$ cat src/rtl/push_button_conditioner.sv
// Two-channel push-button front end: sync, debounce, press/auto-repeat events,
// and a push1-priority arbiter that defers a colliding push2 by one cycle.
module push_button_conditioner #(
   parameter int DEBOUNCE_CYCLES = 500000,
   parameter int REPEAT_DELAY    = 25000000,
   parameter int REPEAT_PERIOD   = 10000000
) (
   input  logic clk,
   input  logic rst,
   input  logic btn1,
   input  logic btn2,
   output logic push1,
   output logic push2,
   output logic held1,
   output logic held2
);

   localparam int DB_W    = $clog2(DEBOUNCE_CYCLES);
   localparam int RPT_MAX = (REPEAT_DELAY > REPEAT_PERIOD) ? REPEAT_DELAY : REPEAT_PERIOD;
   localparam int RPT_W   = $clog2(RPT_MAX);
   localparam bit RPT_EN  = (REPEAT_DELAY > 0);

   localparam logic [DB_W-1:0]  DB_LAST = DB_W'(DEBOUNCE_CYCLES - 1);
   localparam logic [RPT_W-1:0] RD_LAST = RPT_W'(REPEAT_DELAY - 1);
   localparam logic [RPT_W-1:0] RP_LAST = RPT_W'(REPEAT_PERIOD - 1);

   logic [1:0] btn_v;
   logic [1:0] held_v;
   logic [1:0] req;
   logic       pending2;

   assign btn_v = {btn2, btn1};

   for (genvar i = 0; i < 2; i++) begin : gen_ch
      logic             s0;
      logic             s1;
      logic             held;
      logic [DB_W-1:0]  cnt;
      logic [RPT_W-1:0] rcnt;
      logic             rep_phase;
      logic             differ;
      logic             accept;
      logic             press;
      logic             fall;
      logic             fire;

      assign differ = (s1 != held);
      assign accept = differ && (cnt == DB_LAST);
      assign press  = accept && s1;
      assign fall   = accept && !s1;

      // A falling edge on the same cycle as a due repeat suppresses the repeat.
      assign fire = RPT_EN && held && !fall &&
                    (rcnt == (rep_phase ? RP_LAST : RD_LAST));

      always_ff @(posedge clk or posedge rst) begin
         if (rst) begin
            s0   <= 1'b0;
            s1   <= 1'b0;
            held <= 1'b0;
            cnt  <= '0;
         end else begin
            s0 <= btn_v[i];
            s1 <= s0;
            if (accept) held <= s1;
            if (!differ || accept) cnt <= '0;
            else                   cnt <= cnt + DB_W'(1);
         end
      end

      always_ff @(posedge clk or posedge rst) begin
         if (rst) begin
            rcnt      <= '0;
            rep_phase <= 1'b0;
         end else if (press || !held || fall || !RPT_EN) begin
            rcnt      <= '0;
            rep_phase <= 1'b0;
         end else if (fire) begin
            rcnt      <= '0;
            rep_phase <= 1'b1;
         end else begin
            rcnt <= rcnt + RPT_W'(1);
         end
      end

      assign held_v[i] = held;
      assign req[i]    = press | fire;
   end

   always_ff @(posedge clk or posedge rst) begin
      if (rst) begin
         push1    <= 1'b0;
         push2    <= 1'b0;
         pending2 <= 1'b0;
      end else begin
         push1    <= req[0];
         push2    <= !req[0] && (req[1] || pending2);
         pending2 <= req[0] && (req[1] || pending2);
      end
   end

   assign held1 = held_v[0];
   assign held2 = held_v[1];

endmodule

$ cat config.mk
export PLATFORM = sky130hd
export DESIGN_NAME = push_button_conditioner
export DESIGN_NICKNAME = d
export VERILOG_FILES = /design/src/rtl/push_button_conditioner.sv
export SDC_FILE = /design/constraint.sdc
export NUM_CORES = 1
export LEC_CHECK = 0
export CAP_MARGIN = 10
export CORE_UTILIZATION = 56
export DETAILED_ROUTE_END_ITERATION = 8
export PLACE_DENSITY = 0.75
export REMOVE_ABC_BUFFERS = 1
export SYNTH_ARGS = -nofsm -noshare
export SYNTH_HDL_FRONTEND = slang
export SYNTH_SLANG_ARGS = --single-unit
$ cat constraint.sdc
create_clock -name clk -period 3.2 [get_ports clk]
set_clock_uncertainty 0.05 [all_clocks]
set_input_delay 0.64 -clock clk [delete_from_list [all_inputs] [get_ports clk]]
set_output_delay 0.64 -clock clk [all_outputs]
set_load 0.01 [all_outputs]
Word level (Yosys, flattened, before mapping) --
Cells that the tools add are included.
Storage, ports and cells: input port bits 4, register bits after elaboration 99, output and inout port bits 4
Cells by class: bitwise gates (word level) 2, reductions and logical operators 30, mux-type cells 12, add/sub/neg operators 4, equal/unequal tests 6
Operator list (count):
- $mux 25 | 6
- $add 25x1->25 const B | 2
- $eq 25x25->1 | 2
- $add 19x1->19 const B | 2
- $eq 19x19->1 const B | 2
- $mux 19 | 2
- $logic_and 1x1->1 | 12
- $logic_not 1->1 | 9
- $logic_or 1x1->1 | 7
- $mux 1 | 4
- $reduce_bool 2->1 | 2
- $ne 1x1->1 | 2
- $or 1x1->1 | 2

Longest topological paths before layout --
Gate-level depths: netlist (run 1).
depth after elaboration 9, depth in mapped cells 8, mapped depth without buffers 6

Worst setup path before layout (run 1) --
OpenSTA, ideal clock, no wires.
kind reg-to-reg, start register gen_ch[1].cnt[7], end register gen_ch[1].rcnt[10], arrival 1.800 ns, path slack 1.230 ns, clock period less this slack 1.970 ns, stages on the path, launching flop included 7, required time 3.030 ns, setup time 0.120 ns, cells stage by stage dfrtp_1 > or4b_4 > nor4b_4 > nand2_2 > o211ai_4 > buf_6 > nor2_1
On the way: longest elaborated chain between the ends 8, elaborated cells between the ends (all ways) 11, classes of those cells 1 x eq/ne; 2 x mux; 8 x reduce/logical
RTL lines:
- start, declared | RTL line 38 | logic [DB_W-1:0] cnt;
- start signal, assigned | RTL line 67 | else cnt <= cnt + DB_W'(1);
- $eq 19x19->1 (*) | RTL line 48 | assign accept = differ && (cnt == DB_LAST);
- $logic_and 1x1->1 (*) | RTL line 48
- $logic_and 1x1->1 | RTL line 50 | assign fall = accept && !s1;
- $logic_not 1->1 | RTL line 53 | assign fire = RPT_EN && held && !fall &&
- $logic_and 1x1->1 (2 in a row) | RTL line 53
- $mux 25 | RTL line 78 | end else if (fire) begin
- $mux 25 (*) | RTL line 75 | end else if (press || !held || fall || !RPT_EN) begin
- end signal, assigned | RTL line 82 | rcnt <= rcnt + RPT_W'(1);
- end, declared | RTL line 39 | logic [RPT_W-1:0] rcnt;
Mark *: on every way between the ends. The rest lies on a longest branch, timed or not. A chain may end at the register's enable or synchronous reset.

Final worst setup path (run 1) --
start register gen_ch[1].cnt[7], end register gen_ch[1].rcnt[8]
Same word-level chain as after synthesis.

==> results.sh, run 1 <==
export IMPL_rel_slew_slack=0.502
export IMPL_post_dr_vias_cell=5.55
export IMPL_timing_critical_path_slowest_stage_cell="sky130_fd_sc_hd__o211ai_4"
export IMPL_grt_first_pass_wirelength_mm=15.1
export IMPL_synth_enable_flop_cells=0
export IMPL_start_util=0.587
export IMPL_drv_max_cap_violation_count=0
export IMPL_setup_viol=0
export IMPL_yosys_register_bits=99
export IMPL_fp_row_count=33
export IMPL_multi_input_comb_area_um2=2270
export IMPL_routedWlPerCell_um=14.6
export IMPL_cts_root_buffer="sky130_fd_sc_hd__clkbuf_8"
export IMPL_grt_pass1_vias=3328
export IMPL_track_usage=0.218
export IMPL_iteration_0_drc_markers=139
export IMPL_reg2regPathDepth=5
export IMPL_worstSetupStartpointType="flop"
export IMPL_grt_max_degree=54
export IMPL_ctsHtreeMaxLevel=3
export IMPL_detail_route_drc_violations=0
export IMPL_status="finished, final reports clean"
export IMPL_io_buffers=7
export IMPL_cts_buffers_inserted=9
export IMPL_totalWireLength_mm=8.90
export IMPL_synth_area_per_cell_um2=9.96
export IMPL_fillerInstances=691
export IMPL_finish_net_count=508
export IMPL_place_gp_congestion=0.792
export IMPL_timing_setup_tns_ns=0
export IMPL_drt_antenna_violating_nets=0
export IMPL_die_width_um=95.3
export IMPL_final_cell_count_no_fill=610
export IMPL_post_cts_resize_count=0
export IMPL_vias=3385
export IMPL_floorplan_io_pins=8
export IMPL_post_route_cells_drive_above_1_share=0.0653
export IMPL_final_hold_viol_count=0
export IMPL_hpwl_mm=6.12
export IMPL_final_common_cell="sky130_fd_sc_hd__nor2_1"
export IMPL_ys_types=49
export IMPL_critPathBufInv=0
export IMPL_grt_overflow=0
export IMPL_path_depth=5
export IMPL_post_route_min_period_ns=2.34
export IMPL_final_core_util=0.629
export IMPL_dieArea_um2=9080
export IMPL_asyncSetResetFlopFracSynth=1.00
export IMPL_post_route_period_util=0.732
export IMPL_grt_antenna_before_repair=0
export IMPL_total_power_per_unit_cell_area_nw_per_um2=406
export IMPL_post_cts_setup_buffers=0
export IMPL_core_region_area_um2=8300
export IMPL_tritoncts="built"
export IMPL_fin_area_um2=5220
export IMPL_reg_clk_slew_reported_paths_ns=0.11
export IMPL_cts_stage_hold_buffer_count=0
export IMPL_syn_inst=489
export IMPL_antenna_diode_count=0
export IMPL_timing_hold_worst_class="reg -> reg"
export IMPL_cts_max_path_buffers=2
export IMPL_placedCellCount=594
export IMPL_number_of_slew_limit_violations_in_the_final_report=0
export IMPL_crit_path_cell_trace="or4b_4 > nor4b_4 > nand2_2 > o211ai_4 > nor2_1"
export IMPL_critPathMaxFanout=25
export IMPL_grt_setup_unrepaired="no"
export IMPL_end_kind="flop"
export IMPL_layout_common_cells="sky130_fd_sc_hd__nor2_1 (106), sky130_fd_sc_hd__dfrtp_1 (99), sky130_fd_sc_hd__xnor2_1 (46)"
export IMPL_synth_cell_area_um2=4870
export IMPL_placedInstanceArea_um2=5030
export IMPL_die_height_um=95.3
export IMPL_actual_slew_at_the_worst_max_slew_pin_ns=0.740
export IMPL_insertion_delay_ns=0.37
export IMPL_min_delay_path_depth=0
export IMPL_cp_slowest_stage_delay_ns=0.58
export IMPL_worst_ep_required_time_ns=3.37
export IMPL_detailedRoute_firstPassIterationCount=4
export IMPL_timing_critical_path_arrival_ns=2.51
export IMPL_achievable_clock_frequency_ghz=0.427
export IMPL_p_leak_nw=2.06
export IMPL_timing_worst_setup_path_type="reg -> reg"
export IMPL_postSynth_topFlopCell="sky130_fd_sc_hd__dfrtp_1"
export IMPL_area_sequential_um2=2480
export IMPL_flop_to_flop_setup_slack_ns=0.86
export IMPL_worst_hold_slack_ns=0.301
export IMPL_yosysWarnings=0
export IMPL_clkSinkCount=99
export IMPL_area_growth_pct=7.09
export IMPL_max_vdd_ir_drop_mv=0.246
export IMPL_yosysSeqAreaShare=0.508
export IMPL_cp_top_family="simple AND/OR/NAND/NOR gates"
layout make-up:
class	instances	area share
multi-input combinational	366	0.435
tap	105	0.0252
timing repair buffer	10	0.0177
sequential	99	0.475
inverter	14	0.0106
clock buffer	10	0.0245
clock inverter	6	0.0122
metal layers:
| metal | track usage | wire length, um |
|---|---|---|
| met1 | 0.292 | 4400 |
| met2 | 0.357 | 4250 |
| met3 | 0.0423 | 157 |
| met4 | 0.0694 | 94 |
| met5 | 0 | 0 |
synthesized netlist by cell type, types with 3 or more instances:
library cell / instances / share of area
sky130_fd_sc_hd__nor3_1: 20 / 0.021
sky130_fd_sc_hd__nor4_1: 5 / 0.0064
sky130_fd_sc_hd__nand4_1: 16 / 0.021
sky130_fd_sc_hd__buf_6: 4 / 0.0092
sky130_fd_sc_hd__o21ai_0: 3 / 0.0031
sky130_fd_sc_hd__or3_1: 5 / 0.0064
sky130_fd_sc_hd__dfrtp_1: 99 / 0.51
sky130_fd_sc_hd__nand2_1: 22 / 0.017
sky130_fd_sc_hd__inv_1: 14 / 0.011
sky130_fd_sc_hd__nand3_1: 38 / 0.039
sky130_fd_sc_hd__xor2_1: 36 / 0.065
sky130_fd_sc_hd__ha_1: 4 / 0.010
sky130_fd_sc_hd__and3_1: 14 / 0.018
sky130_fd_sc_hd__or2_2: 3 / 0.0039
sky130_fd_sc_hd__and4_1: 8 / 0.014
sky130_fd_sc_hd__nor2_1: 106 / 0.082
sky130_fd_sc_hd__clkbuf_1: 4 / 0.0031
sky130_fd_sc_hd__xnor2_1: 46 / 0.083
sky130_fd_sc_hd__nor4bb_1: 3 / 0.0062
sky130_fd_sc_hd__and2_1: 5 / 0.0064
report_power, final:
part	switching, mW	internal [mW]	leakage (nW)
clock	0.436	0.362	0.0927
sequential	0.00869	1.26	1.37
combinational	0.0373	0.0132	0.598
total	0.482	1.63	2.06
metrics by stage:
stage	power, mW	worst slack (ns)
floorplan	1.32	-0.0804
global placement	1.34	0.892
detailed placement	1.34	0.839
CTS	2.13	0.829
global route	2.19	0.687
finish	2.12	0.858
worst paths after layout:
check,startpoint,end
worst max register to register,gen_ch[1].cnt[7],gen_ch[1].rcnt[8]
worst min register to register,gen_ch[0].s0,gen_ch[0].s1
min in group asynchronous,rst,gen_ch[0].rcnt[22]
max in group asynchronous,rst,gen_ch[1].s0
worst min-delay path,gen_ch[0].s0,gen_ch[0].s1
worst max-delay path,gen_ch[1].cnt[7],gen_ch[1].rcnt[8]
cells by family (layout without fill, tap and decap cells):
kind of cell	Yosys count	in the layout	synth area share
AO/OA/AOI/OAI	18	18	0.0329
XOR/XNOR	82	82	0.147
adder cells (fa/ha/maj)	4	4	0.0103
buffers and inverters	24	40	0.0257
flip-flops	99	99	0.508
multiplexers	1	1	0.00231
AND/OR/NAND/NOR	261	261	0.273
registers in the layout, summed over array words and instances (netlist names):
signal	cells
gen_ch.rcnt	50
gen_ch.s0	2
held2	1
gen_ch.cnt	38
push2	1
gen_ch.rep_phase	2
push1	1
pending2	1
gen_ch.s1	2
held1	1
worst reg2reg max path, delay by kind of cell, from the launching register on:
kind / cells / cell delay [ns]
DFF: 1 / 0.44
and+or+nand+nor: 4 / 1.14
AOI/OAI and AO/OA: 1 / 0.59
Note: power is estimated with default switching activity, not from simulation.
==> run 2: changes to the inputs <==
- CORE_UTILIZATION: 56 -> 60
- PLACE_DENSITY: 0.75 -> 0.77
- clock period: 3.2 -> 2.3 ns (I/O delays scaled with it)
==> results.sh, run 2 (synthesis gave the netlist of run 1 again) <==
export IMPL_floorplan_io_pins=8
export IMPL_final_hold_viol_count=0
export IMPL_drt_antenna_violating_nets=0
export IMPL_max_flop_register="gen_ch.rcnt"
export IMPL_p_leak_nw=2.11
export IMPL_timing_setup_tns_ns=0
export IMPL_cts_root_buffer="sky130_fd_sc_hd__clkbuf_8"
export IMPL_post_route_period_util=0.993
export IMPL_hpwl_mm=5.84
export IMPL_die_height_um=92.1
export IMPL_largest_register_ff_count=50
export IMPL_dieArea_um2=8480
export IMPL_post_route_cells_drive_above_1_share=0.0822
export IMPL_cts_buffers_inserted=9
export IMPL_reg2regPathDepth=5
export IMPL_vias=3464
export IMPL_detailedRoute_firstPassIterationCount=4
export IMPL_grt_max_degree=43
export IMPL_totalWireLength_mm=9.00
export IMPL_worstSetupStartpointType="flop"
export IMPL_placedInstanceArea_um2=5090
export IMPL_fp_row_count=32
export IMPL_insertion_delay_ns=0.36
export IMPL_io_buffers=7
export IMPL_ctsHtreeMaxLevel=3
export IMPL_min_delay_path_depth=0
export IMPL_cts_max_path_buffers=2
export IMPL_largestRegisters="gen_ch.rcnt (50), gen_ch.cnt (38)"
export IMPL_grt_first_pass_wirelength_mm=15.4
export IMPL_end_kind="flop"
export IMPL_worst_ep_required_time_ns=2.49
export IMPL_start_util=0.624
export IMPL_routedWlPerCell_um=14.7
export IMPL_place_gp_congestion=0.783
export IMPL_rel_slew_slack=0.612
export IMPL_fin_area_um2=5330
export IMPL_post_dr_vias_cell=5.65
export IMPL_max_vdd_ir_drop_mv=0.403
export IMPL_critPathMaxFanout=12
export IMPL_total_power_mw=2.89
export IMPL_crit_start="gen_ch[1].rcnt[17]"
export IMPL_antenna_diode_count=0
export IMPL_layout_common_cells="sky130_fd_sc_hd__nor2_1 (106), sky130_fd_sc_hd__dfrtp_1 (99), sky130_fd_sc_hd__xnor2_1 (46)"
export IMPL_finish_net_count=514
export IMPL_placedCellCount=595
export IMPL_post_route_min_period_ns=2.28
export IMPL_critical_path_reg2reg_startpoint="gen_ch[1].rcnt[17]"
export IMPL_fillerInstances=611
export IMPL_die_width_um=92.1
export IMPL_clkSinkCount=99
export IMPL_total_power_per_unit_cell_area_nw_per_um2=543
export IMPL_post_cts_setup_buffers=0
export IMPL_setup_viol=0
export IMPL_grt_antenna_before_repair=0
export IMPL_timing_hold_worst_class="reg -> reg"
export IMPL_drv_max_cap_violation_count=0
export IMPL_status="finished, final reports clean"
export IMPL_final_common_cell="sky130_fd_sc_hd__nor2_1"
export IMPL_final_core_util=0.682
export IMPL_detail_route_drc_violations=0
export IMPL_number_of_slew_limit_violations_in_the_final_report=0
export IMPL_core_region_area_um2=7810
export IMPL_grt_pass1_vias=3379
export IMPL_tritoncts="built"
export IMPL_hold_path_startpoint="gen_ch[0].s0"
export IMPL_achievable_clock_frequency_ghz=0.438
export IMPL_cts_stage_hold_buffer_count=0
export IMPL_grt_overflow=0
export IMPL_actual_slew_at_the_worst_max_slew_pin_ns=0.578
export IMPL_final_cell_count_no_fill=613
export IMPL_track_usage=0.228
export IMPL_reg_clk_slew_reported_paths_ns=0.10
export IMPL_iteration_0_drc_markers=164
export IMPL_timing_critical_path_arrival_ns=2.47
export IMPL_timing_worst_setup_path_type="reg -> reg"
export IMPL_area_growth_pct=9.32
## run 2: changes by cell type in the layout (fill, tap and decap cells not counted), sizes merged
cell,previous run,this run
bufinv,1,0
clkbuf,10,9
buf,3,7
o211ai,1,3
inv,15,17
## run 2: per-layer routing
layer  up-vias  wire (um)  global-route usage
met3        12        417              0.0539
met2        75       4210               0.363
met1      1666       4260               0.318
met4         0        110              0.0560
met5         -          0                   0
li1       1711          -                   -
## run 2: path summary, 6_finish.rpt
path                                       to  slack (ns)
setup / recovery            gen_ch[1].rcnt[6]        0.02
hold / removal                   gen_ch[0].s1        0.33
setup reg to reg            gen_ch[1].rcnt[6]        0.02
hold reg to reg                  gen_ch[0].s1        0.33
max in group asynchronous    gen_ch[0].cnt[6]        1.32
min in group asynchronous  gen_ch[1].rcnt[12]        0.36
## run 2: through the flow
stage / setup slack, ns / hold slack [ns]
floorplan: -0.800 / 0.281
CTS: 0.00761 / 0.334
global placement: 0.101 / 0.299
detailed placement: 0.0192 / 0.302
global route: -0.109 / 0.357
finish: 0.0171 / 0.330
## run 2: worst max-delay path, stage by stage, from the launching register on
cell,delay [ns]
sky130_fd_sc_hd__dfrtp_1,0.45
sky130_fd_sc_hd__or4b_1,0.55
sky130_fd_sc_hd__a2111oi_2,0.37
sky130_fd_sc_hd__o2111ai_2,0.36
sky130_fd_sc_hd__o211ai_4,0.29
sky130_fd_sc_hd__nor2_1,0.10
## run 2: where the power goes
part	internal [mW]	switching [mW]	total (mW)
logic	0.0232	0.0520	0.0752
registers	1.75	0.0129	1.76
clock network	0.412	0.643	1.06
total	2.19	0.708	2.89
## run 2: timing repair
action | CTS | global route
resized for setup | 0 | 4
endpoints found under the setup margin | 0 | 25
endpoints found under the hold margin | 0 | 0
## run 2: layout make-up
type,count,area [um2],area share
flip-flops and latches,99,2480,0.465
multi-input cells,368,2320,0.436
repair buffers,14,160,0.0301
well taps,102,128,0.0240
clock buffers,9,124,0.0233
clock inverters,7,61.3,0.0115
inverters,14,55.1,0.0103
